## config.mk

```make
export PLATFORM = sky130hd
export DESIGN_NAME = systolic_output_collector
export DESIGN_NICKNAME = d
export VERILOG_FILES = /design/src/rtl/systolic_output_collector.sv
export SDC_FILE = /design/constraint.sdc
export NUM_CORES = 1
export LEC_CHECK = 0
export CAP_MARGIN = 20
export CORE_MARGIN = 4
export CORE_UTILIZATION = 45
export CTS_CLUSTER_SIZE = 14
export DETAILED_ROUTE_END_ITERATION = 8
export PLACE_DENSITY = 0.76
export SLEW_MARGIN = 10
export SYNTH_ARGS = -nofsm -noshare
export SYNTH_HDL_FRONTEND = slang
export SYNTH_SLANG_ARGS = --single-unit
```

## constraint.sdc

```tcl
create_clock -name clk -period 3.9 [get_ports clk]
set_input_delay 1.17 -clock clk [delete_from_list [all_inputs] [get_ports clk]]
set_output_delay 1.17 -clock clk [all_outputs]
set_load 0.05 [all_outputs]
```

## src/rtl/systolic_output_collector.sv

```systemverilog
// De-skews the bottom-row partial-sum stream of the systolic array into whole rows and buffers them in a small FIFO.
// Optional build macro SYSTOLIC_COLLECTOR_ALIGN_CHECK_EN enables aligned-valid consistency checking (align_err).
module systolic_output_collector #(
    parameter int N          = 4,
    parameter int DATA_W     = 8,
    parameter int FIFO_DEPTH = 4
) (
    input  logic                                 clk,
    input  logic                                 rst,
    input  logic                                 clr,
    input  logic [N-1:0]                         col_valid,
    input  logic [N*DATA_W-1:0]                  col_data,
    output logic                                 res_valid,
    input  logic                                 res_ready,
    output logic [N*DATA_W-1:0]                  res_data,
    output logic [$clog2(FIFO_DEPTH+1)-1:0]      level,
    output logic                                 overflow,
    output logic                                 align_err
);

    localparam int RW = N * DATA_W;
    localparam int AW = $clog2(FIFO_DEPTH);
    localparam int LW = $clog2(FIFO_DEPTH + 1);

    logic [RW-1:0] al_data;
    logic          push_req;
`ifdef SYSTOLIC_COLLECTOR_ALIGN_CHECK_EN
    logic [N-1:0]  al_valid;
    logic          mixed;
`endif

    // Column j is delayed N-1-j cycles so every column of a row lines up with column N-1.
    for (genvar j = 0; j < N - 1; j++) begin : g_col
        localparam int D = N - 1 - j;

        logic [DATA_W-1:0] dat_q [D];
        logic [DATA_W-1:0] dat_d [D];

        always_comb begin
            dat_d[0] = clr ? '0 : col_data[j*DATA_W +: DATA_W];
            for (int k = 1; k < D; k++) begin
                dat_d[k] = clr ? '0 : dat_q[k-1];
            end
        end

        always_ff @(posedge clk or negedge rst) begin
            if (!rst) begin
                for (int k = 0; k < D; k++) begin
                    dat_q[k] <= '0;
                end
            end else begin
                for (int k = 0; k < D; k++) begin
                    dat_q[k] <= dat_d[k];
                end
            end
        end

        assign al_data[j*DATA_W +: DATA_W] = dat_q[D-1];

`ifdef SYSTOLIC_COLLECTOR_ALIGN_CHECK_EN
        logic [D-1:0] vld_q;
        logic [D-1:0] vld_d;

        always_comb begin
            vld_d[0] = clr ? 1'b0 : col_valid[j];
            for (int k = 1; k < D; k++) begin
                vld_d[k] = clr ? 1'b0 : vld_q[k-1];
            end
        end

        always_ff @(posedge clk or negedge rst) begin
            if (!rst) begin
                vld_q <= '0;
            end else begin
                vld_q <= vld_d;
            end
        end

        assign al_valid[j] = vld_q[D-1];
`endif
    end

    assign al_data[(N-1)*DATA_W +: DATA_W] = col_data[(N-1)*DATA_W +: DATA_W];

`ifdef SYSTOLIC_COLLECTOR_ALIGN_CHECK_EN
    assign al_valid[N-1] = col_valid[N-1];
    assign push_req      = &al_valid;
    assign mixed         = (|al_valid) && !push_req;
`else
    // Only the last column's valid gates a push; the others are not delayed at all.
    logic unused_col_valid;
    assign push_req         = col_valid[N-1];
    assign unused_col_valid = ^col_valid[N-2:0];
`endif

    // Downstream handshake: a row transfers on any rising edge where res_valid && res_ready;
    // res_data is held steady while res_valid=1 and res_ready=0, and reads 0 when res_valid=0.
    logic [RW-1:0] mem_q [FIFO_DEPTH];
    logic [RW-1:0] mem_d [FIFO_DEPTH];
    logic [AW-1:0] wr_ptr_q, wr_ptr_d;
    logic [AW-1:0] rd_ptr_q, rd_ptr_d;
    logic [LW-1:0] count_q, count_d;
    logic          valid_q, valid_d;
    logic          ovf_q, ovf_d;
    logic          full;
    logic          pop;
    logic          do_push;

    assign full    = (count_q == LW'(FIFO_DEPTH));
    assign pop     = valid_q && res_ready;
    assign do_push = push_req && (!full || pop);

    always_comb begin
        for (int i = 0; i < FIFO_DEPTH; i++) begin
            mem_d[i] = mem_q[i];
        end
        wr_ptr_d = wr_ptr_q;
        rd_ptr_d = rd_ptr_q;
        count_d  = count_q;
        ovf_d    = ovf_q;
        if (clr) begin
            wr_ptr_d = '0;
            rd_ptr_d = '0;
            count_d  = '0;
            ovf_d    = 1'b0;
        end else begin
            if (do_push) begin
                mem_d[wr_ptr_q] = al_data;
                wr_ptr_d        = wr_ptr_q + AW'(1);
            end
            if (pop) begin
                rd_ptr_d = rd_ptr_q + AW'(1);
            end
            count_d = count_q + LW'(do_push) - LW'(pop);
            if (push_req && full && !pop) begin
                ovf_d = 1'b1;
            end
        end
        valid_d = (count_d != '0);
    end

    always_ff @(posedge clk or negedge rst) begin
        if (!rst) begin
            for (int i = 0; i < FIFO_DEPTH; i++) begin
                mem_q[i] <= '0;
            end
            wr_ptr_q <= '0;
            rd_ptr_q <= '0;
            count_q  <= '0;
            valid_q  <= 1'b0;
            ovf_q    <= 1'b0;
        end else begin
            for (int i = 0; i < FIFO_DEPTH; i++) begin
                mem_q[i] <= mem_d[i];
            end
            wr_ptr_q <= wr_ptr_d;
            rd_ptr_q <= rd_ptr_d;
            count_q  <= count_d;
            valid_q  <= valid_d;
            ovf_q    <= ovf_d;
        end
    end

`ifdef SYSTOLIC_COLLECTOR_ALIGN_CHECK_EN
    logic err_q, err_d;

    always_comb begin
        err_d = err_q;
        if (clr) begin
            err_d = 1'b0;
        end else if (mixed) begin
            err_d = 1'b1;
        end
    end

    always_ff @(posedge clk or negedge rst) begin
        if (!rst) begin
            err_q <= 1'b0;
        end else begin
            err_q <= err_d;
        end
    end

    assign align_err = err_q;
`else
    assign align_err = 1'b0;
`endif

    assign res_valid = valid_q;
    assign res_data  = valid_q ? mem_q[rd_ptr_q] : '0;
    assign level     = count_q;
    assign overflow  = ovf_q;

endmodule

```

==> qor.csv <==
metric,value,unit
Top Ports,78,
"worst slack, placed",0.1840,ns
Worst EP arrival,2.53,ns
Sinks on Clock Net,185,
Floorplan Core Area,16820,um2
Max Fclk,0.2703,GHz
Syn Std Cell Area,7838,um2
Worst VDD drop,0.0003540,V
sequential element share of the synthesized area,0.5907,
Synth Instances,498,
largest net degree at the start of global routing,115,
hold_buf cts,0,
die height,140.0,um
DRT Pass-1 Iters,4,
postcts setup bufs,0,
post-route ant nets,0,
Total GRT Usage,0.1607,
clk root buf,clkbuf_16,
CTS tree,built,
Placer Congestion,0.7243,
vias in the first global route,4678,
initial core utilization,0.4660,
final worst-path setup slack,0.2003,ns
critical setup path kind,reg -> out,
final std cells w/o fill,809,
final core utilization,0.5665,
Resized Gates After CTS,0,
CP Max Fanout,12,
Hold Path Stages,1,
Site Rows,47,
CTS H-tree depth,4,
clk slew on worst S/H paths,0.06,ns
Unique masters post-synth,27,
min-delay worst type,reg -> reg,
fin crit period,3.700,ns
Worst Hold Slack,0.4587,ns
Ant. Diodes,0,
status,finished clean,
fin. max-slew vios,0,
critical path's slowest cell,clkdlybuf4s50_1,
Yosys reg bits,185,
area occupied by multi-input gates,3018,um2
CTS buffer count,17,
Reg area,4632,um2
Detailed Route WL,14.81,mm
actual slew at the worst max-slew pin,0.9123,ns
GRT overflow,0,
die area,19590,um2
Syn Nets,545,
placed insts,777,
initial antenna violation count,0,
Power per Cell Area,686.1,nW/um2
layout cells sized above 1,0.3786,
Area growth syn-to-layout,21.57,%
Reg2Reg Depth,12,
CP required,2.73,ns
# nets final,623,
clock skew,0.01208,ns
# setup viols final,0,
WL per Instance,18.31,um
maximum root-to-sink buffer count,2,
Setup crit end kind,output pin,
"slowest stage delay, CP",0.71,ns
max cap viols,0,
DRC viols,0,
DRT iter0 DRCs,249,
clk_lat worst skew,0.43,ns
via count,4168,
first-pass GRT wire length,24.54,mm
cells along the critical path,buf_4 -> mux4_2 -> and2_1 -> clkdlybuf4s50_1,
crit start category,flop,
final hold viol count,0,
Leakage,4.303,nW
Final period util,0.9486,
RSZ-0062 raised after global routing,false,
DP HPWL,9.519,mm
setup_tns,0,ns
worst relative slew slack,0.3918,
detail-routed via count per cell,5.152,
Synth Area per Inst,15.74,um2
PortBufs,73,
fill count,1318,
die width,140.0,um
number of synthesis warnings,0,
critical path: cells and delay by family (launching register included):
family | cells | cell delay [ns]
buffers and inverters | 2 | 0.98
DFF | 1 | 0.38
muxes | 1 | 0.53
and+or+nand+nor | 1 | 0.21
final cells by class:
class,instances,share of cell area
inverters,5,0.001970
clock buffers,18,0.04609
well taps,220,0.02889
flip-flops and latches,185,0.4861
repair buffers,90,0.09494
clock inverters,14,0.02521
multi-input cells,277,0.3167
sequential cells by signal, summed over array words and instances (netlist names):
signal       count
al_data         16
g_col.dat_q     32
level            3
mem_q          128
overflow         1
rd_ptr_q         2
res_valid        1
wr_ptr_q         2
per-layer routing:
layer  vias to the layer above  track usage  wire [um]
met4                         0      0.06272        263
met3                        20      0.03306        439
li1                       1899            -          -
met1                      2185       0.1992       6288
met5                         -            0          0
met2                        64       0.2778       7821
worst paths after layout:
check / startpoint / slack [ns] / to
worst max-delay path: rd_ptr_q[0]$_DFFE_PN0P_ / 0.20 / res_data[9]
worst min-delay path: g_col[0].dat_q[10]$_DFF_PN0_ / 0.46 / al_data[2]$_DFF_PN0_
worst max register to register: res_valid$_DFF_PN0_ / 1.05 / res_valid$_DFF_PN0_
worst min register to register: g_col[0].dat_q[10]$_DFF_PN0_ / 0.46 / al_data[2]$_DFF_PN0_
max in group asynchronous: rst / 2.22 / mem_q[123]$_DFFE_PN0P_
min in group asynchronous: rst / 0.84 / mem_q[79]$_DFFE_PN0P_
cells in the mapped netlist, drive strengths merged:
cell	instances	area share
mux2	129	0.19
and2	33	0.027
nand3	1	0.00064
inv	5	0.0024
or3	1	0.00080
dfrtp	185	0.59
a21boi	1	0.00096
conb	1	0.00048
xnor3	1	0.0029
nand2b	2	0.0016
mux2i	1	0.0013
nor2	7	0.0034
nor2b	49	0.039
xnor2	1	0.0011
fa	1	0.0026
a31oi	1	0.00080
nand3b	4	0.0038
buf	18	0.021
mux4	32	0.092
xor2	1	0.0011
clkbuf	13	0.0062
ha	6	0.0096
a211oi	1	0.0026
a21oi	4	0.0026
per-stage QoR:
step	instance area [um2]	total power, mW
floorplan	7838	3.981
global placement	8848	4.558
detailed placement	8848	4.658
CTS	9528	6.619
global route	9528	6.847
finish	9528	6.537
layout by cell type (no fill, tap or decap), drive strengths merged, types with 6 or more instances in the layout:
master,Yosys,layout
dfrtp,185,185
nor2b,49,49
clkbuf,13,19
nor2,7,7
mux2,129,129
ha,6,6
inv,5,8
clkdlybuf4s50,0,70
bufinv,0,6
mux4,32,32
and2,33,33
buf,18,19
power breakdown:
part           total, mW  internal [mW]  leakage [nW]  switching, mW
sequential          2.62           2.35          2.45          0.269
combinational       1.97          0.981          1.52          0.989
clock               1.94           1.22         0.333          0.719
cell families (layout without fill, tap and decap cells):
| logic type | count (synthesis) | count (layout) | share of synthesized area |
|---|---|---|---|
| flip-flops | 185 | 185 | 0.5907 |
| multiplexers | 162 | 162 | 0.2786 |
| AND/OR/NAND/NOR | 97 | 97 | 0.07615 |
| buffers and inverters | 36 | 127 | 0.03001 |
| adder cells (fa/ha/maj) | 7 | 7 | 0.01213 |
| AO/OA/AOI/OAI | 7 | 7 | 0.006866 |
| XOR/XNOR | 3 | 3 | 0.005109 |
| other | 1 | 1 | 0.0004785 |
Power figures use the tool's default switching activity.
